===== config.mk =====
export PLATFORM = sky130hd
export DESIGN_NAME = hazard_fwd_unit_flat
export DESIGN_NICKNAME = d
export VERILOG_FILES = /design/src/rtl/hazard_fwd_unit_if.sv /design/src/rtl/hazard_fwd_unit.sv /design/src/flat_wrapper.sv
export SDC_FILE = /design/constraint.sdc
export NUM_CORES = 1
export LEC_CHECK = 0
export CORE_UTILIZATION = 35
export CTS_CLUSTER_DIAMETER = 60
export DETAILED_ROUTE_END_ITERATION = 10
export GPL_ROUTABILITY_DRIVEN = 0
export PLACE_DENSITY = 0.85
export SYNTH_ARGS = -nofsm -noshare
export SYNTH_HDL_FRONTEND = slang
export SYNTH_SLANG_ARGS = --single-unit

===== constraint.sdc =====
create_clock -name clk -period 2.75 [get_ports clk]
set_input_delay 0.55 -clock clk [delete_from_list [all_inputs] [get_ports clk]]
set_output_delay 0.55 -clock clk [all_outputs]
set_load 0.005 [all_outputs]

===== src/rtl/hazard_fwd_unit_if.sv =====
// Hazard/forwarding bundle between the CPU ID/EX boundary and hazard_fwd_unit.
//   master : CPU side. Drives the ID decode/read data and the EX/MEM/WB data values,
//            and receives the forwarded operands, selects and pipeline controls.
//   slave  : hazard_fwd_unit side.
// Signals:
//   id_valid, id_rs1/2, id_rs1/2_used, id_rd, id_rf_write, id_is_load, id_is_store,
//   id_branch_taken, id_hlt, id_rf1/2            -- ID stage decode and RF read data
//   ex_result, mem_data, wb_data                  -- candidate forwarding values
//   id_op1/2, fwd1/2_sel, st_fwd, stall, flush, hlt -- unit outputs
interface hazard_fwd_unit_if #(
   parameter int unsigned DATA_W = 16,
   parameter int unsigned REG_AW = 4
);
   logic              id_valid;
   logic [REG_AW-1:0] id_rs1;
   logic [REG_AW-1:0] id_rs2;
   logic              id_rs1_used;
   logic              id_rs2_used;
   logic [REG_AW-1:0] id_rd;
   logic              id_rf_write;
   logic              id_is_load;
   logic              id_is_store;
   logic              id_branch_taken;
   logic              id_hlt;
   logic [DATA_W-1:0] id_rf1;
   logic [DATA_W-1:0] id_rf2;
   logic [DATA_W-1:0] ex_result;
   logic [DATA_W-1:0] mem_data;
   logic [DATA_W-1:0] wb_data;
   logic [DATA_W-1:0] id_op1;
   logic [DATA_W-1:0] id_op2;
   logic [1:0]        fwd1_sel;
   logic [1:0]        fwd2_sel;
   logic              st_fwd;
   logic              stall;
   logic              flush;
   logic              hlt;

   modport master (
      output id_valid, id_rs1, id_rs2, id_rs1_used, id_rs2_used, id_rd, id_rf_write,
             id_is_load, id_is_store, id_branch_taken, id_hlt, id_rf1, id_rf2,
             ex_result, mem_data, wb_data,
      input  id_op1, id_op2, fwd1_sel, fwd2_sel, st_fwd, stall, flush, hlt
   );

   modport slave (
      input  id_valid, id_rs1, id_rs2, id_rs1_used, id_rs2_used, id_rd, id_rf_write,
             id_is_load, id_is_store, id_branch_taken, id_hlt, id_rf1, id_rf2,
             ex_result, mem_data, wb_data,
      output id_op1, id_op2, fwd1_sel, fwd2_sel, st_fwd, stall, flush, hlt
   );
endinterface


===== src/rtl/hazard_fwd_unit.sv =====
// Hazard detection and operand forwarding for a 5-stage pipeline (IF ID EX MEM WB).
// Tracks its own EX/MEM/WB destination tags, muxes forwarded ID operands, raises
// load-use stalls and branch flushes, forwards store data MEM->MEM, and drains the
// pipeline on a halt instruction.
// Ports:
//   clk   : rising-edge clock
//   rst_n : asynchronous active-low reset
//   bus   : hazard_fwd_unit_if.slave (ID inputs, forwarding data, unit outputs)
// Optional feature macro: HAZ_STORE_FWD_EN -- a store whose data register is produced
// by the load directly ahead does not stall; st_fwd supplies the data in MEM instead.
module hazard_fwd_unit #(
   parameter int unsigned DATA_W   = 16,
   parameter int unsigned REG_AW   = 4,
   parameter int unsigned ZERO_REG = 1,
   parameter int unsigned DRAIN    = 3
) (
   input logic              clk,
   input logic              rst_n,
   hazard_fwd_unit_if.slave bus
);

   localparam int unsigned CNT_W = (DRAIN > 1) ? $clog2(DRAIN) : 1;

   typedef struct packed {
      logic              v;
      logic [REG_AW-1:0] rd;
      logic              wr;
      logic              ld;
      logic              st;
      logic [REG_AW-1:0] rs2;
   } tag_t;

   typedef enum logic [1:0] {StRun, StDrain, StHalted} state_e;

   tag_t             ex_q, mem_q, wb_q;
   state_e           state_q;
   logic [CNT_W-1:0] cnt_q;
   logic             hlt_q;

   logic ex1, mem1, wb1, ex2, mem2, wb2;
   logic ld_hit1, ld_hit2, load_use;
   logic stall, flush, st_fwd;

   function automatic logic hits(input tag_t t, input logic [REG_AW-1:0] s, input logic used);
      return t.v & t.wr & (t.rd == s) & used & !((ZERO_REG != 0) && (s == '0));
   endfunction

   always_comb begin
      ex1  = hits(ex_q,  bus.id_rs1, bus.id_rs1_used);
      mem1 = hits(mem_q, bus.id_rs1, bus.id_rs1_used);
      wb1  = hits(wb_q,  bus.id_rs1, bus.id_rs1_used);
      ex2  = hits(ex_q,  bus.id_rs2, bus.id_rs2_used);
      mem2 = hits(mem_q, bus.id_rs2, bus.id_rs2_used);
      wb2  = hits(wb_q,  bus.id_rs2, bus.id_rs2_used);
      ld_hit1 = ex1 & ex_q.ld;
      ld_hit2 = ex2 & ex_q.ld;
`ifdef HAZ_STORE_FWD_EN
      // Store data hazard on rs2 alone is resolved later by st_fwd in MEM.
      load_use = ld_hit1 | (ld_hit2 & !bus.id_is_store);
`else
      load_use = ld_hit1 | ld_hit2;
`endif
   end

   // A loading EX match never forwards; selection falls through (the stall hides it).
   always_comb begin
      bus.fwd1_sel = 2'b00;
      if (ex1 && !ex_q.ld) bus.fwd1_sel = 2'b11;
      else if (mem1)       bus.fwd1_sel = 2'b10;
      else if (wb1)        bus.fwd1_sel = 2'b01;
      bus.fwd2_sel = 2'b00;
      if (ex2 && !ex_q.ld) bus.fwd2_sel = 2'b11;
      else if (mem2)       bus.fwd2_sel = 2'b10;
      else if (wb2)        bus.fwd2_sel = 2'b01;
   end

   always_comb begin
      case (bus.fwd1_sel)
         2'b11:   bus.id_op1 = bus.ex_result;
         2'b10:   bus.id_op1 = bus.mem_data;
         2'b01:   bus.id_op1 = bus.wb_data;
         default: bus.id_op1 = bus.id_rf1;
      endcase
      case (bus.fwd2_sel)
         2'b11:   bus.id_op2 = bus.ex_result;
         2'b10:   bus.id_op2 = bus.mem_data;
         2'b01:   bus.id_op2 = bus.wb_data;
         default: bus.id_op2 = bus.id_rf2;
      endcase
   end

`ifdef HAZ_STORE_FWD_EN
   assign st_fwd = mem_q.v & mem_q.st & wb_q.v & wb_q.wr & (wb_q.rd == mem_q.rs2) &
                   !((ZERO_REG != 0) && (mem_q.rs2 == '0));
`else
   assign st_fwd = 1'b0;
`endif

   assign stall = load_use | (state_q != StRun);
   assign flush = (state_q == StDrain) |
                  (bus.id_valid & bus.id_branch_taken & !stall & (state_q == StRun));

   assign bus.stall  = stall;
   assign bus.flush  = flush;
   assign bus.st_fwd = st_fwd;
   assign bus.hlt    = hlt_q;

   always_ff @(posedge clk or negedge rst_n) begin
      if (!rst_n) begin
         ex_q  <= '0;
         mem_q <= '0;
         wb_q  <= '0;
      end else begin
         // stall already covers the drain/halt states, so nothing new enters EX then.
         if (bus.id_valid && !stall) begin
            ex_q <= '{v: 1'b1, rd: bus.id_rd, wr: bus.id_rf_write, ld: bus.id_is_load,
                      st: bus.id_is_store, rs2: bus.id_rs2};
         end else begin
            ex_q <= '0;
         end
         mem_q <= ex_q;
         wb_q  <= mem_q;
      end
   end

   always_ff @(posedge clk or negedge rst_n) begin
      if (!rst_n) begin
         state_q <= StRun;
         cnt_q   <= '0;
         hlt_q   <= 1'b0;
      end else begin
         case (state_q)
            StRun: begin
               if (bus.id_valid && bus.id_hlt && !stall) begin
                  state_q <= StDrain;
                  cnt_q   <= CNT_W'(DRAIN - 1);
               end
            end
            StDrain: begin
               if (cnt_q == '0) begin
                  state_q <= StHalted;
                  hlt_q   <= 1'b1;
               end else begin
                  cnt_q <= cnt_q - 1'b1;
               end
            end
            default: begin
               state_q <= StHalted;
               hlt_q   <= 1'b1;
            end
         endcase
      end
   end

endmodule


===== src/flat_wrapper.sv =====
// flat-port wrapper written by rule: the top's interface ports become plain ports
module hazard_fwd_unit_flat 
#(
   parameter int unsigned DATA_W   = 16,
   parameter int unsigned REG_AW   = 4,
   parameter int unsigned ZERO_REG = 1,
   parameter int unsigned DRAIN    = 3
)
  (clk, rst_n, bus_id_valid, bus_id_rs1, bus_id_rs2, bus_id_rs1_used, bus_id_rs2_used, bus_id_rd, bus_id_rf_write, bus_id_is_load, bus_id_is_store, bus_id_branch_taken, bus_id_hlt, bus_id_rf1, bus_id_rf2, bus_ex_result, bus_mem_data, bus_wb_data, bus_id_op1, bus_id_op2, bus_fwd1_sel, bus_fwd2_sel, bus_st_fwd, bus_stall, bus_flush, bus_hlt);
  hazard_fwd_unit_if #(.DATA_W(DATA_W), .REG_AW(REG_AW)) bus_i ();
  input logic clk;
  input logic rst_n;
  input wire logic [$bits(bus_i.id_valid)-1:0] bus_id_valid;
  input wire logic [$bits(bus_i.id_rs1)-1:0] bus_id_rs1;
  input wire logic [$bits(bus_i.id_rs2)-1:0] bus_id_rs2;
  input wire logic [$bits(bus_i.id_rs1_used)-1:0] bus_id_rs1_used;
  input wire logic [$bits(bus_i.id_rs2_used)-1:0] bus_id_rs2_used;
  input wire logic [$bits(bus_i.id_rd)-1:0] bus_id_rd;
  input wire logic [$bits(bus_i.id_rf_write)-1:0] bus_id_rf_write;
  input wire logic [$bits(bus_i.id_is_load)-1:0] bus_id_is_load;
  input wire logic [$bits(bus_i.id_is_store)-1:0] bus_id_is_store;
  input wire logic [$bits(bus_i.id_branch_taken)-1:0] bus_id_branch_taken;
  input wire logic [$bits(bus_i.id_hlt)-1:0] bus_id_hlt;
  input wire logic [$bits(bus_i.id_rf1)-1:0] bus_id_rf1;
  input wire logic [$bits(bus_i.id_rf2)-1:0] bus_id_rf2;
  input wire logic [$bits(bus_i.ex_result)-1:0] bus_ex_result;
  input wire logic [$bits(bus_i.mem_data)-1:0] bus_mem_data;
  input wire logic [$bits(bus_i.wb_data)-1:0] bus_wb_data;
  output wire logic [$bits(bus_i.id_op1)-1:0] bus_id_op1;
  output wire logic [$bits(bus_i.id_op2)-1:0] bus_id_op2;
  output wire logic [$bits(bus_i.fwd1_sel)-1:0] bus_fwd1_sel;
  output wire logic [$bits(bus_i.fwd2_sel)-1:0] bus_fwd2_sel;
  output wire logic [$bits(bus_i.st_fwd)-1:0] bus_st_fwd;
  output wire logic [$bits(bus_i.stall)-1:0] bus_stall;
  output wire logic [$bits(bus_i.flush)-1:0] bus_flush;
  output wire logic [$bits(bus_i.hlt)-1:0] bus_hlt;
  assign bus_i.id_valid = bus_id_valid;
  assign bus_i.id_rs1 = bus_id_rs1;
  assign bus_i.id_rs2 = bus_id_rs2;
  assign bus_i.id_rs1_used = bus_id_rs1_used;
  assign bus_i.id_rs2_used = bus_id_rs2_used;
  assign bus_i.id_rd = bus_id_rd;
  assign bus_i.id_rf_write = bus_id_rf_write;
  assign bus_i.id_is_load = bus_id_is_load;
  assign bus_i.id_is_store = bus_id_is_store;
  assign bus_i.id_branch_taken = bus_id_branch_taken;
  assign bus_i.id_hlt = bus_id_hlt;
  assign bus_i.id_rf1 = bus_id_rf1;
  assign bus_i.id_rf2 = bus_id_rf2;
  assign bus_i.ex_result = bus_ex_result;
  assign bus_i.mem_data = bus_mem_data;
  assign bus_i.wb_data = bus_wb_data;
  assign bus_id_op1 = bus_i.id_op1;
  assign bus_id_op2 = bus_i.id_op2;
  assign bus_fwd1_sel = bus_i.fwd1_sel;
  assign bus_fwd2_sel = bus_i.fwd2_sel;
  assign bus_st_fwd = bus_i.st_fwd;
  assign bus_stall = bus_i.stall;
  assign bus_flush = bus_i.flush;
  assign bus_hlt = bus_i.hlt;
  hazard_fwd_unit #(.DATA_W(DATA_W), .REG_AW(REG_AW), .ZERO_REG(ZERO_REG), .DRAIN(DRAIN)) u_core (.clk(clk), .rst_n(rst_n), .bus(bus_i));
endmodule

==> results of run 1 <==
==> where the power goes <==
group	switching, mW	internal [mW]	leakage [nW]	total (mW)
Combinational	0.250	0.326	1.63	0.576
Clock	0.110	0.195	0.0357	0.305
Sequential	0.0644	0.406	0.313	0.471
==> flip-flops by register name, indices dropped and copies added, names as in the netlist <==
| signal | flops |
|---|---|
| u_core.mem_q | 6 |
| u_core.ex_q | 7 |
| u_core.wb_q | 6 |
| u_core.bus.hlt | 1 |
| u_core.cnt_q | 2 |
| u_core.state_q | 2 |
==> kinds of logic after synthesis <==
group,synth area share [%]
compound gates,34.9
xor+xnor,10.6
fa+ha+maj,0.630
buf+inv,5.60
flops,30.2
mux,1.07
other cells,0.189
simple gates,16.8
==> per-stage QoR <==
| stage | TNS [ps] | setup slack, ps | utilization, % | instance area, sq um | hold slack, ps |
|---|---|---|---|---|---|
| detailed placement | -28170 | -853 | 67.1 | 3670 | 360 |
| CTS | -412 | -44.3 | 77.8 | 4260 | 378 |
| global route | -2900 | -232 | 85.1 | 4660 | 395 |
| global placement | -25830 | -762 | 67.1 | 3670 | 357 |
| finish | -989 | -131 | 85.1 | 4660 | 378 |
| floorplan | 0 | 200 | - | 1990 | 254 |
==> per-layer routing <==
metal	part of all wire (%)	track usage, %	routed length [um]	vias up
met3	12	7.53	1520	137
met1	32	36.5	4250	1486
met5	0	0	0	-
met2	46	60.8	6130	318
li1	-	-	-	1255
met4	9.9	24.0	1310	0
==> cell usage after synthesis (all sizes together) (2+ instances only) <==
cell type and number:
o22ai 30, nand2 29, dfrtp 24, a2bb2oi 17, a21oi 16, o221ai 16
xnor2 16, buf 9, xor2 8, clkbuf 7, and3 6, nand4 5
nor2 5, inv 4, nand3 4, nor3 4, or2 3, nor4 2
o41ai 2, or3 2
==> worst max-delay path, stage by stage, from the launching register on <==
cell	delay (ps)
sky130_fd_sc_hd__dfrtp_2	470
sky130_fd_sc_hd__xnor2_4	210
sky130_fd_sc_hd__nand4_1	120
sky130_fd_sc_hd__or3_4	350
sky130_fd_sc_hd__or2_4	290
sky130_fd_sc_hd__buf_16	170
sky130_fd_sc_hd__o221ai_4	210
sky130_fd_sc_hd__a2bb2oi_2	100
sky130_fd_sc_hd__buf_2	130
==> layout make-up <==
class	count	area [sq um]
Clock buffer	3	41.3
Sequential cell	24	603
Timing Repair Buffer	200	1960
Tap cell	72	90.1
Inverter	4	15.0
Fill cell	240	813
Clock inverter	1	30.0
Multi-Input combinational cell	178	1920
==> timing repair <==
| action | CTS | global route |
|---|---|---|
| endpoints found under the hold margin | 0 | 0 |
| gates cloned | 5 | 2 |
| setup endpoints to repair | 38 | 37 |
| pin swaps | 49 | 35 |
| resized for setup | 236 | 81 |
| buffers inserted | 13 | 11 |
==> final timing paths <==
check                                       from           endpoint  slack [ps]  depth (start not counted)
worst max-delay path             u_core.wb_q[10]      bus_id_op1[2]        -130                          8
min in group asynchronous                  rst_n  u_core.state_q[1]         630                          2
worst min register to register  u_core.mem_q[11]    u_core.wb_q[11]         380                          0
worst max register to register    u_core.ex_q[9]     u_core.ex_q[9]         530                         11
max in group asynchronous                  rst_n     u_core.ex_q[8]        1870                          2
worst min-delay path            u_core.mem_q[11]    u_core.wb_q[11]         380                          0
==> results.toml, run 1 <==
[status]
run_status = "finished, violations left"
violations = "negative setup slack"

[timing]
worst_slack_ps = -131
slew_violations = 0
finalHoldViolCount = 0
setup_violations = 23
clock-skew-final_ps = 4.18
finalWorstPathRequiredPeriod_ps = 2880
unrepaired_setup_endpoints_after_global_routing = "true"
layout_worst_path_cycle_share_pct = 105
max_freq_ghz = 0.347

[cts]
cts_hold_buffers = 0
cts.reportedPaths.clkPinSlew_ps = 80
cts_made_buffers = 3
ctsRootBufferMaster = "sky130_fd_sc_hd__clkbuf_8"
cts-htree-levels = 1
number_of_sinks_handled_by_clock_tree_synthesis = 24
clk_path_buf_depth = 2
worst_skew_pair.late_latency_ps = 270
cts_tree = "yes"

[global_route]
antenna_found_initial = 0
grt.overflow.total = 0
grt_pass1_vias = 3068
grt_max_degree = 25
global_route_wire_length_before_repair_um = 16200
globalRouteTotalUtil_pct = 34.5

[finish]
post_layout_nonfiller_instances = 482
syn2layout_area_growth_pct = 135
antenna_cells = 0
layout_common_cells = "sky130_fd_sc_hd__clkdlybuf4s50_1 (91), sky130_fd_sc_hd__buf_4 (32), sky130_fd_sc_hd__buf_2 (31), sky130_fd_sc_hd__nand2_1 (25)"
mostFrequentLayoutCell = "sky130_fd_sc_hd__clkdlybuf4s50_1"
proportion_of_layout_cells_with_a_drive_suffix_above_1_pct = 48.3
finalNetCount = 514

[detailed_routing]
avgViaCountPerCell = 6.63
route.detailed.drc = 0
drt_first_pass_iters = 5
finalWirelength_um = 13200
detailroute.via_count = 3196
final_antenna_net_count = 0
routed_len_inst_um = 27.4
drtIter0Drc = 275

[yosys]
ys_seq_area_share_pct = 30.2
postSynth.asyncResetShare_pct = 100
synth_top_cells_by_area = "sky130_fd_sc_hd__dfrtp_1 (30%), sky130_fd_sc_hd__o22ai_1 (9.4%), sky130_fd_sc_hd__a2bb2oi_2 (7.6%)"
count_of_mapped_cells_out_of_synthesis = 221
synthesis.yosys.warnings = 0
synth_cell_type_count = 43
synth_area_per_cell_sq_um = 8.99
mappedNetlistNets = 324
yosys.area.top_type_share_pct = 30.2
synth.cell_area_sq_um = 1990
synth-seq-cells = 24
synth_enable_flop_cells = 0
postSynth.topFlopCell = "sky130_fd_sc_hd__dfrtp_1"
post-synth-top-area-cell = "sky130_fd_sc_hd__dfrtp_1"

[min_path]
min-delay-path-class = "register to register"

[die]
die_width_um = 77.3
die_h_um = 77.3
design.portCount = 142
rows = 27
initial_core_util_pct = 36.3
die_area_sq_um = 5980
core_area_sq_um = 5470

[power]
power.ir.vdd_worst_uv = 503
power.density_nw_per_um2 = 290
power_mw = 1.35
p_leak_nw = 1.98

[place]
place_hpwl_um = 6140
placed_cells = 449
port_buffers = 139

[worst_setup_path]
worst-endpoint-arrival_ps = 2330
critical_path_class = "register to output pin"
cp_capture_type = "output pin"
critical_path.startpoint_type = "register"
worst_ep_required_time_ps = 2200
worstPathMaxFanout = 8

[job]
max_cap_violations = 0
Note: power is estimated with default switching activity, not from simulation.
==> inputs of run 2 (changes only) <==
- CORE_UTILIZATION: 35 -> 45
- DONT_BUFFER_PORTS: not set -> 1
- PLACE_DENSITY: 0.85 -> 0.66
- clock period: 2.75 -> 2.4 ns (I/O delays scaled with it)
==> results.toml, run 2 (synthesized netlist as in run 1, its figures left out) <==
[cts]
worst_skew_pair.late_latency_ps = 270
cts-htree-levels = 1
number_of_sinks_handled_by_clock_tree_synthesis = 24
ctsRootBufferMaster = "sky130_fd_sc_hd__clkbuf_8"
cts.reportedPaths.clkPinSlew_ps = 90
cts_tree = "yes"
clk_path_buf_depth = 2
cts_made_buffers = 3

[global_route]
grt.overflow.total = 0
globalRouteTotalUtil_pct = 24.5
grt_max_degree = 25
global_route_wire_length_before_repair_um = 8360
antenna_found_initial = 0
grt_pass1_vias = 1745

[detailed_routing]
finalWirelength_um = 6840
avgViaCountPerCell = 7.05
final_antenna_net_count = 0
route.detailed.drc = 0
detailroute.via_count = 2008
drt_first_pass_iters = 4
routed_len_inst_um = 24.0
drtIter0Drc = 143

[timing]
finalHoldViolCount = 0
unrepaired_setup_endpoints_after_global_routing = "true"
clock-skew-final_ps = 2.65
setup_violations = 27
layout_worst_path_cycle_share_pct = 105
max_slew.worst_pin.slew_ps = 1070
worst_slack_ps = -119
worst_slew_margin_rel_pct = 28.7
slew_violations = 0
fin_tns_setup_ps = -1570
max_freq_ghz = 0.397
finalWorstPathRequiredPeriod_ps = 2520

[finish]
antenna_cells = 0
finalNetCount = 339
largestRegisters = "u_core.ex_q: 7 flops, u_core.mem_q: 6 flops, u_core.wb_q: 6 flops"
multiInputGateArea_sq_um = 1790
num-fill-cells = 300
mostFrequentLayoutCell = "sky130_fd_sc_hd__nand2_1"
footprint_of_the_flip_flops_and_latches_sq_um = 601
layout_common_cells = "sky130_fd_sc_hd__nand2_1 (25), sky130_fd_sc_hd__dfrtp_1 (24), sky130_fd_sc_hd__a2bb2oi_2 (16), sky130_fd_sc_hd__a21oi_2 (16)"
proportion_of_layout_cells_with_a_drive_suffix_above_1_pct = 48.9
top_register = "u_core.ex_q"
syn2layout_area_growth_pct = 44.6
flip_flop_count_of_the_largest_register_all_copies_and_words_added = 7

[status]
violations = "negative setup slack"
run_status = "finished, violations left"

[worst_setup_path]
crit_chain = "xnor2_1 > nand4_1 > or3_4 > or2_4 > nand3_4 > a2bb2oi_2"
critical_path.startpoint_type = "register"
worst-endpoint-arrival_ps = 2040
register_to_register_setup_slack_ps = 490
timing.critical_path.slowest_stage_cell = "sky130_fd_sc_hd__dfrtp_1"
slowest_delay_ps = 440
cp_capture_type = "output pin"
worstPathMaxFanout = 8
critical_path_class = "register to output pin"
worst_ep_required_time_ps = 1920

[die]
rows = 23
design.portCount = 142
die_area_sq_um = 4690
initial_core_util_pct = 48.3
core_area_sq_um = 4120
die_width_um = 68.5
die_h_um = 68.5

[min_path]
min-delay-path-class = "input pin to register"

[power]
p_leak_nw = 1.11
power.density_nw_per_um2 = 406
power.ir.vdd_worst_uv = 504
power_mw = 1.17

[place]
port_buffers = 0
place_hpwl_um = 4560

[job]
max_cap_violations = 0
[run 2: final cells by class]
type,instances,share of cell area (%)
Multi-Input combinational cell,178,62.3
Inverter,4,0.522
Tap cell,50,2.18
Timing Repair Buffer,25,11.6
Clock inverter,1,1.04
Sequential cell,24,20.9
Clock buffer,3,1.44
[run 2: through the flow]
step                      util (%)  cell area [sq um]  setup slack [ps]  hold WS (ps)  instances
after global routing          69.8               2870              -244           343        285
final                         69.8               2870              -119           332        285
after global placement        52.0               2140             -5.18           185        269
after floorplan                  -               2000              24.9           184        221
after detailed placement      52.0               2140             -7.93           185        269
after CTS                     57.8               2380              -105           333        279
[run 2: per-layer routing]
metal  track usage [%]  vias to the layer above  wire, um
met5                 0                        -         0
li1                  -                      899         -
met2              43.1                      121      3690
met4              7.29                        0        99
met1              31.3                      976      2500
met3              2.50                       12       544
[run 2: path summary, 6_finish.rpt]
kind	from	end	cells after the start
setup / recovery	u_core.ex_q[9]	bus_id_op1[14]	6
hold / removal	bus_id_valid	u_core.ex_q[11]	1
setup reg to reg	u_core.ex_q[9]	u_core.ex_q[10]	9
hold reg to reg	u_core.mem_q[6]	u_core.wb_q[6]	0
max in group asynchronous	rst_n	u_core.cnt_q[0]	1
min in group asynchronous	rst_n	u_core.ex_q[9]	1
[run 2: power breakdown]
group | total (mW) | leakage [nW] | switching [mW] | internal, mW
Combinational | 0.280 | 0.759 | 0.121 | 0.159
Sequential | 0.528 | 0.317 | 0.0634 | 0.465
Clock | 0.358 | 0.0357 | 0.135 | 0.223
[run 2: critical path, delay by kind of cell (launching register included)]
kind | cells | cell delay [ps]
AOI/OAI and AO/OA | 1 | 210
xor gates and xnor gates | 1 | 180
DFF | 1 | 440
and+or+nand+nor | 4 | 950
[run 2: what timing repair did]
action                                  in CTS  in global routing
buffers inserted                             3                  5
hold buffers                                 1                  0
gates resized for setup                     18                 78
pin swaps                                    7                 26
cloned                                       2                  1
hold endpoints to repair                    24                  0
endpoints found under the setup margin      33                 38
